--- src/rtl/torrence_types_pkg.sv ---
// Shared types for the torrence cache/memory subsystem: memory operations,
// arbiter state encoding and requester identifiers.
package torrence_types;

  typedef enum logic [1:0] {
    LOAD    = 2'd0,
    STORE   = 2'd1,
    CLFLUSH = 2'd2
  } memory_operation_e;

  typedef enum logic {
    ST_IDLE = 1'b0,
    ST_BUSY = 1'b1
  } hmem_arb_state_e;

  typedef logic [0:0] requester_id_t;

  // Beat counter width; a one-beat burst still needs a 1-bit register.
  function automatic int beat_cnt_width(input int beats);
    return (beats <= 1) ? 1 : $clog2(beats);
  endfunction

endpackage

--- src/rtl/hmem_arb_perf_counter.sv ---
// Saturating event counter with enable and synchronous active-low reset.
module hmem_arb_perf_counter #(
  parameter int W = 32
) (
  input  logic         clk,
  input  logic         reset_n,
  input  logic         en,
  output logic [W-1:0] count
);

  always_ff @(posedge clk) begin
    if (!reset_n) begin
      count <= '0;
    end else if (en && (count != '1)) begin
      count <= count + 1'b1;
    end
  end

endmodule

--- src/rtl/hmem_arbiter.sv ---
// Two-requester burst arbiter (I-cache = 0, D-cache = 1) for the higher-level
// memory port. Optional perf counters are enabled with HMEM_ARB_PERF_CNT_EN.
module hmem_arbiter
  import torrence_types::*;
#(
  parameter int XLEN            = 32,
  parameter int BEATS_PER_BURST = 4,
  parameter int PERF_W          = 32
) (
  input  logic              clk,
  input  logic              reset_n,
  input  logic              r0_req_valid,
  input  memory_operation_e r0_req_operation,
  input  logic [XLEN-1:0]   r0_req_address,
  input  logic [XLEN-1:0]   r0_req_store_word,
  output logic              r0_req_fulfilled,
  input  logic              r1_req_valid,
  input  memory_operation_e r1_req_operation,
  input  logic [XLEN-1:0]   r1_req_address,
  input  logic [XLEN-1:0]   r1_req_store_word,
  output logic              r1_req_fulfilled,
  output logic [XLEN-1:0]   req_loaded_word,
  output logic              hmem_req_valid,
  output memory_operation_e hmem_req_operation,
  output logic [XLEN-1:0]   hmem_req_address,
  output logic [XLEN-1:0]   hmem_req_store_word,
  input  logic              hmem_req_fulfilled,
  input  logic [XLEN-1:0]   hmem_req_loaded_word,
  output logic              grant_id
`ifdef HMEM_ARB_PERF_CNT_EN
  ,
  output logic [PERF_W-1:0] r0_grant_count,
  output logic [PERF_W-1:0] r1_grant_count,
  output logic [PERF_W-1:0] r0_stall_cycles,
  output logic [PERF_W-1:0] r1_stall_cycles
`endif
);

  localparam int CNT_W = beat_cnt_width(BEATS_PER_BURST);

  if (BEATS_PER_BURST < 1 || BEATS_PER_BURST > 256) begin : g_bad_beats
    $error("BEATS_PER_BURST must be in 1..256");
  end
  if (PERF_W < 1) begin : g_bad_perf_w
    $error("PERF_W must be at least 1");
  end

  hmem_arb_state_e   state;
  requester_id_t     rr_ptr;
  logic [CNT_W-1:0]  beat_cnt;

  logic              any_valid;
  logic              ptr_valid;
  requester_id_t     winner;
  logic              g_valid;
  logic              last_beat;

  assign any_valid = r0_req_valid | r1_req_valid;
  assign ptr_valid = rr_ptr[0] ? r1_req_valid : r0_req_valid;
  assign winner    = ptr_valid ? rr_ptr : ~rr_ptr;
  assign g_valid   = grant_id ? r1_req_valid : r0_req_valid;
  assign last_beat = (beat_cnt == CNT_W'(BEATS_PER_BURST - 1));

  assign req_loaded_word = hmem_req_loaded_word;

  // NOTE: every output gets a default before the case so no path can infer a latch.
  always_comb begin
    hmem_req_valid      = 1'b0;
    hmem_req_operation  = LOAD;
    hmem_req_address    = '0;
    hmem_req_store_word = '0;
    r0_req_fulfilled    = 1'b0;
    r1_req_fulfilled    = 1'b0;
    case (state)
      ST_IDLE: ;
      ST_BUSY: begin
        hmem_req_valid      = g_valid;
        hmem_req_operation  = grant_id ? r1_req_operation  : r0_req_operation;
        hmem_req_address    = grant_id ? r1_req_address    : r0_req_address;
        hmem_req_store_word = grant_id ? r1_req_store_word : r0_req_store_word;
        r0_req_fulfilled    = !grant_id && g_valid && hmem_req_fulfilled;
        r1_req_fulfilled    =  grant_id && g_valid && hmem_req_fulfilled;
      end
      default: begin
        hmem_req_valid      = 1'bx;
        hmem_req_operation  = memory_operation_e'('x);
        hmem_req_address    = 'x;
        hmem_req_store_word = 'x;
        r0_req_fulfilled    = 1'bx;
        r1_req_fulfilled    = 1'bx;
      end
    endcase
  end

  // NOTE: state is updated with non-blocking assignments only; reset is sampled on the clock edge.
  always_ff @(posedge clk) begin
    if (!reset_n) begin
      state    <= ST_IDLE;
      rr_ptr   <= '0;
      grant_id <= 1'b0;
      beat_cnt <= '0;
    end else begin
      case (state)
        ST_IDLE: begin
          if (any_valid) begin
            grant_id <= winner[0];
            beat_cnt <= '0;
            state    <= ST_BUSY;
          end
        end
        ST_BUSY: begin
          // Dropping valid abandons the burst; the partial beat is not counted.
          if (!g_valid) begin
            state  <= ST_IDLE;
            rr_ptr <= ~grant_id;
          end else if (hmem_req_fulfilled) begin
            if (last_beat) begin
              state  <= ST_IDLE;
              rr_ptr <= ~grant_id;
            end else begin
              beat_cnt <= beat_cnt + 1'b1;
            end
          end
        end
        default: state <= ST_IDLE;
      endcase
    end
  end

  spurious_fulfilled_a : assert property (@(posedge clk) disable iff (!reset_n)
    !(hmem_req_fulfilled && !hmem_req_valid))
    else $warning("hmem_req_fulfilled seen without hmem_req_valid; beat ignored");

`ifdef HMEM_ARB_PERF_CNT_EN
  logic grant_evt;
  assign grant_evt = (state == ST_IDLE) && any_valid;

  hmem_arb_perf_counter #(.W(PERF_W)) u_r0_grants (
    .clk(clk), .reset_n(reset_n), .en(grant_evt && !winner[0]), .count(r0_grant_count));
  hmem_arb_perf_counter #(.W(PERF_W)) u_r1_grants (
    .clk(clk), .reset_n(reset_n), .en(grant_evt && winner[0]), .count(r1_grant_count));
  hmem_arb_perf_counter #(.W(PERF_W)) u_r0_stalls (
    .clk(clk), .reset_n(reset_n),
    .en(r0_req_valid && !((state == ST_BUSY) && !grant_id)), .count(r0_stall_cycles));
  hmem_arb_perf_counter #(.W(PERF_W)) u_r1_stalls (
    .clk(clk), .reset_n(reset_n),
    .en(r1_req_valid && !((state == ST_BUSY) && grant_id)), .count(r1_stall_cycles));
`endif

endmodule

--- config.mk ---
export PLATFORM = sky130hd
export DESIGN_NAME = hmem_arbiter
export DESIGN_NICKNAME = d
export VERILOG_FILES = /design/src/rtl/torrence_types_pkg.sv /design/src/rtl/hmem_arb_perf_counter.sv /design/src/rtl/hmem_arbiter.sv
export SDC_FILE = /design/constraint.sdc
export NUM_CORES = 1
export LEC_CHECK = 0
export CAP_MARGIN = 25
export CORE_AREA = 3 3 104 106
export CTS_CLUSTER_DIAMETER = 40
export CTS_CLUSTER_SIZE = 12
export DETAILED_ROUTE_END_ITERATION = 8
export DIE_AREA = 0 0 107 109
export GPL_ROUTABILITY_DRIVEN = 0
export SETUP_SLACK_MARGIN = 0.2
export SLEW_MARGIN = 20
export SYNTH_ARGS = -nofsm -noshare
export SYNTH_HDL_FRONTEND = slang
export SYNTH_HIERARCHICAL = 1
export SYNTH_SLANG_ARGS = --single-unit
--- constraint.sdc ---
create_clock -name clk -period 1.9 [get_ports clk]
set_input_delay 0.38 -clock clk [delete_from_list [all_inputs] [get_ports clk]]
set_output_delay 0.38 -clock clk [all_outputs]
set_load 0.1 [all_outputs]
# Word-level counts from Yosys, hierarchy flattened
# Cells that the tools add are included.
[classes]
muxes = 25
n_reduce_logical = 8
n_addsub = 1
bitwise = 4
n_eq_ne = 7
[op_table]
columns = ["op", "count"]
rows = [
  ["$mux W32", 4],
  ["$mux W1", 13],
  ["$mux W2", 6],
  ["$ne A2 B2 Y1 const B", 4],
  ["$logic_and A1 B1 Y1", 4],
  ["$ne A2 B1 Y1 const B", 2],
  ["$pmux W2 S2", 1],
  ["$reduce_and A4 Y1", 1],
  ["$not A1 Y1", 3],
  ["$reduce_and A3 Y1", 1],
  ["$add A2 B1 Y2 const B", 1],
  ["$eq A2 B2 Y1 const B", 1],
  ["$pmux W1 S2", 1],
  ["$reduce_and A2 Y1", 1],
  ["$logic_not A1 Y1", 1],
  ["$or A1 B1 Y1", 1],
]
[word_totals]
out_inout_bits = 102
input_bits = 169
wordCells = 49
regBits = 5

# Logic depth before layout (Yosys ltp)
[depth]
ltp_word = 5
ltp_mapped = 5
depth_no_buf = 4

# Worst setup path before layout
# Ideal clock, no wire load.
[synth_timing]
path_kind = "flip-flop to output port"
start = "reg grant_id"
end = "out r0_req_fulfilled"
path_stages_with_launch = 4
arrival_ps = 3228
path_buffers = 2
slack_ps = -1708
required_time_ps = 1520
cell_sequence = "dfxtp_1 > buf_2 > buf_2 > nor3_1"
[synth_between]
elab_chain_cells = 4
word_cells_on_any_way = 5
classes_between = "2 x mux; 3 x reduce/logical"
[synth_lines]
columns = ["item", "line", "source"]
rows = [
  ["start, declared", "hmem_arbiter.sv:29", "output logic grant_id"],
  ["start signal, assigned", "hmem_arbiter.sv:106", "grant_id <= winner[0];"],
  ["$mux W1 / $logic_not A1 Y1 (equally long branches)", "hmem_arbiter.sv:61, hmem_arbiter.sv:81", ""],
  ["$logic_and A1 B1 Y1 (*) (2 in a row)", "hmem_arbiter.sv:81", "r0_req_fulfilled = !grant_id && g_valid && hmem_req_fulfilled;"],
  ["$mux W1 (*)", "hmem_arbiter.sv:74", "case (state)"],
  ["end, declared", "hmem_arbiter.sv:16", "output logic r0_req_fulfilled,"],
]
# Mark *: on every way between the ends. The rest lies on a longest branch, timed or not.

# Worst setup path in the final report
[layout_timing]
start = "reg grant_id"
end = "out hmem_req_store_word[0]"
[layout_between]
elab_chain_cells = 2
[layout_lines]
columns = ["item", "line", "source"]
rows = [
  ["$mux W32", "hmem_arbiter.sv:80", "hmem_req_store_word = grant_id ? r1_req_store_word : r0_req_store_word;"],
  ["$mux W32", "hmem_arbiter.sv:74", ""],
  ["end, declared", "hmem_arbiter.sv:26", "output logic [XLEN-1:0] hmem_req_store_word,"],
]
# No other way between the ends.

==> flow_summary.yaml <==
worst_hold_path:
  holdPathStages: 2
  hp-class: "reg -> reg"
  min_to: "beat_cnt[1]"
  worstHoldStart: "beat_cnt[1]"
run:
  maxCapViolCount: 0
sta:
  rsz0062_at_grt: "yes"
  fin_worst_skew_ns: 0.00111
  hold_viol: 0
  max-slew-margin-rel_pct: 74.1
  fin_crit_ns: 1.81
  slew_viol_final: 0
  max_freq_mhz: 551
  tightest_slew_ns: 0.388
  whs_ns: 0.483
  setup_viol: 0
  period_share_pct: 95.4
detailed_routing:
  via_count: 2156
  dr.pass1.iters: 4
  drtAntennaViolNets: 0
  wl_microns: 8390
  viasPerCell: 4.15
  drc: 0
  drt-initial-drc-count: 60
  wl_per_cell_microns: 16.2
die:
  die_x_microns: 107
  initial_core_util_pct: 15.1
  pin_count: 271
  die_area_sq_um: 11700
  rows: 36
  design.core.area_sq_um: 9860
  die_y_microns: 109
placed_design:
  hpwl_microns: 6730
  placed_cell_area_sq_um: 4740
  place_inst: 510
  port_buffers: 206
finish:
  drive_above_1_share_pct: 53.4
  fin_cells: 519
  nets: 557
  final_common_cell: "clkdlybuf4s50_1"
  post-route-util_pct: 51.7
  final_cell_mix: "clkdlybuf4s50_1 (133), buf_12 (71), nor2_4 (68), mux2i_2 (43), mux2i_1 (21)"
  diodes: 0
  stdcell_area_sq_um: 5100
  syn_to_final_growth_pct: 242
setup_path:
  rrSetupSlack_ns: 0.38
  timing.rr.end: "beat_cnt[0]"
  critPathMaxFanout: 18
  cp-start-kind: "flop"
  critPathArrivalTime_ns: 1.43
  rr_startpoint: "grant_id"
  end_kind: "output pin"
  crit_required_ns: 1.52
  rr_worst_depth: 5
  path_class: "reg -> out"
pwr:
  pwr_density_cell_nw_per_um2: 493
  p_total_uw: 2510
  peakVddDrop_uv: 261
  p_int_uw: 1170
  pwr-share-comb_pct: 87.6
  p_sw_share_pct: 53.2
  p_leak_uw: 0.00176
  switchingPower_uw: 1340
  seqPwrFrac_pct: 4.8
  power_frac_clock_pct: 7.6
cts:
  cts-htree-levels: 1
  clkSlewWorstSetupHoldPaths_ns: 0.03
  tritoncts: "done"
  cts_buffers: 3
  clock_sinks: 5
  cts-root-buf: "clkbuf_8"
  clk_path_buf_depth: 2
  clk_latency_ns: 0.22
  cts_hold_buf: 0
logic_synthesis:
  synth_seq_area_share_pct: 6.71
  ys_ff_latch: 5
  netlist_area_sq_um: 1490
  synthDistinctLibCells: 21
  synthTopCellsByArea: "mux2i_1 (46%), nor2_1 (17%), buf_4 (16%)"
  synth_area_per_cell_sq_um: 7.04
  syn_inst: 212
  synth_top_area_cell: "mux2i_1"
  yosys.area.top_type_share_pct: 46.3
  syn_nets: 382
  synth_warnings: 6
global_routing:
  grt_pass1_wl_microns: 11900
  grt_pass1_vias: 2327
  grt_use_total_pct: 12.7
  antenna_found_initial: 0
  overflow: 0
  grt_max_degree: 38
run_status:
  status: "complete, no violations"
-- worst max-delay path by stage --
stage,from,to,slack [ns],cells after the start
finish,grant_id,hmem_req_store_word[0],0.09,4
global route,grant_id,hmem_req_address[1],0.03,4
CTS,grant_id,hmem_req_address[26],0.05,4
detailed placement,r1_req_valid,beat_cnt[0],0.07,5
global placement,hmem_req_fulfilled,r0_req_fulfilled,0.13,4
floorplan,grant_id,r0_req_fulfilled,-0.01,3
-- metal layers --
layer	GRT usage [%]	share of wire [%]
met3	3.20	9.5
met2	25.2	55
met1	12.7	33
met5	0	0
met4	4.38	2.4
-- critical path, stage by stage, from the launching register on --
cell and delay (ns):
dfxtp_4 0.42, clkbuf_16 0.24, mux2i_2 0.30, nor2_4 0.07
buf_12 0.17
-- kinds of logic after synthesis --
logic type      after synthesis  synth area share (%)
simple gates                 81                  21.8
mux                          69                  46.3
buf+inv                      49                  21.3
compound gates                7                  3.02
flops                         5                  6.71
fa+ha+maj                     1                 0.839
-- final cells by class --
| cell class | instances | area, sq um |
|---|---|---|
| Clock buffer | 4 | 45.0 |
| Fill cell | 851 | 4770 |
| Inverter | 2 | 12.5 |
| Multi-Input combinational cell | 158 | 1820 |
| Sequential cell | 5 | 104 |
| Tap cell | 133 | 166 |
| Timing Repair Buffer | 217 | 2950 |
-- sequential cells by signal, indices dropped and copies added, names as in the netlist --
register / flops
beat_cnt: 2
grant_id: 1
rr_ptr: 1
state: 1
-- Yosys cell counts, drive strengths merged --
cell type / instances
a21boi: 2
a21oi: 1
buf: 43
clkbuf: 4
dfxtp: 5
ha: 1
inv: 2
mux2i: 69
nand2: 4
nand2b: 2
nand3: 3
nor2: 68
nor3: 3
nor3b: 1
o211ai: 1
o21ai: 2
o21bai: 1
-- power groups by stage --
stage / sequential, uW / combinational [uW] / clock (uW)
floorplan: 128 / 1550 / 0
global placement: 119 / 2080 / 0
detailed placement: 119 / 2090 / 0
CTS: 118 / 2130 / 193
global route: 122 / 2270 / 198
finish: 121 / 2200 / 191
-- metrics by stage --
| stage | setup WS [ns] | TNS [ns] |
|---|---|---|
| 4_1_cts | 0.0533 | 0 |
| 2_1_floorplan | -0.0128 | -0.117 |
| 5_1_grt | 0.0279 | 0 |
| 3_3_place_gp | 0.125 | 0 |
| 3_5_place_dp | 0.0750 | 0 |
| 6_report | 0.0867 | 0 |
-- what timing repair did --
| action | 4_1_cts | 5_1_grt |
|---|---|---|
| endpoints found under the setup margin | 69 | 69 |
| gates resized for setup | 24 | 37 |
| gates cloned | 0 | 2 |
| setup buffers | 1 | 2 |
| pin swaps | 2 | 0 |
No activity file was read; power rests on OpenSTA's default activity.
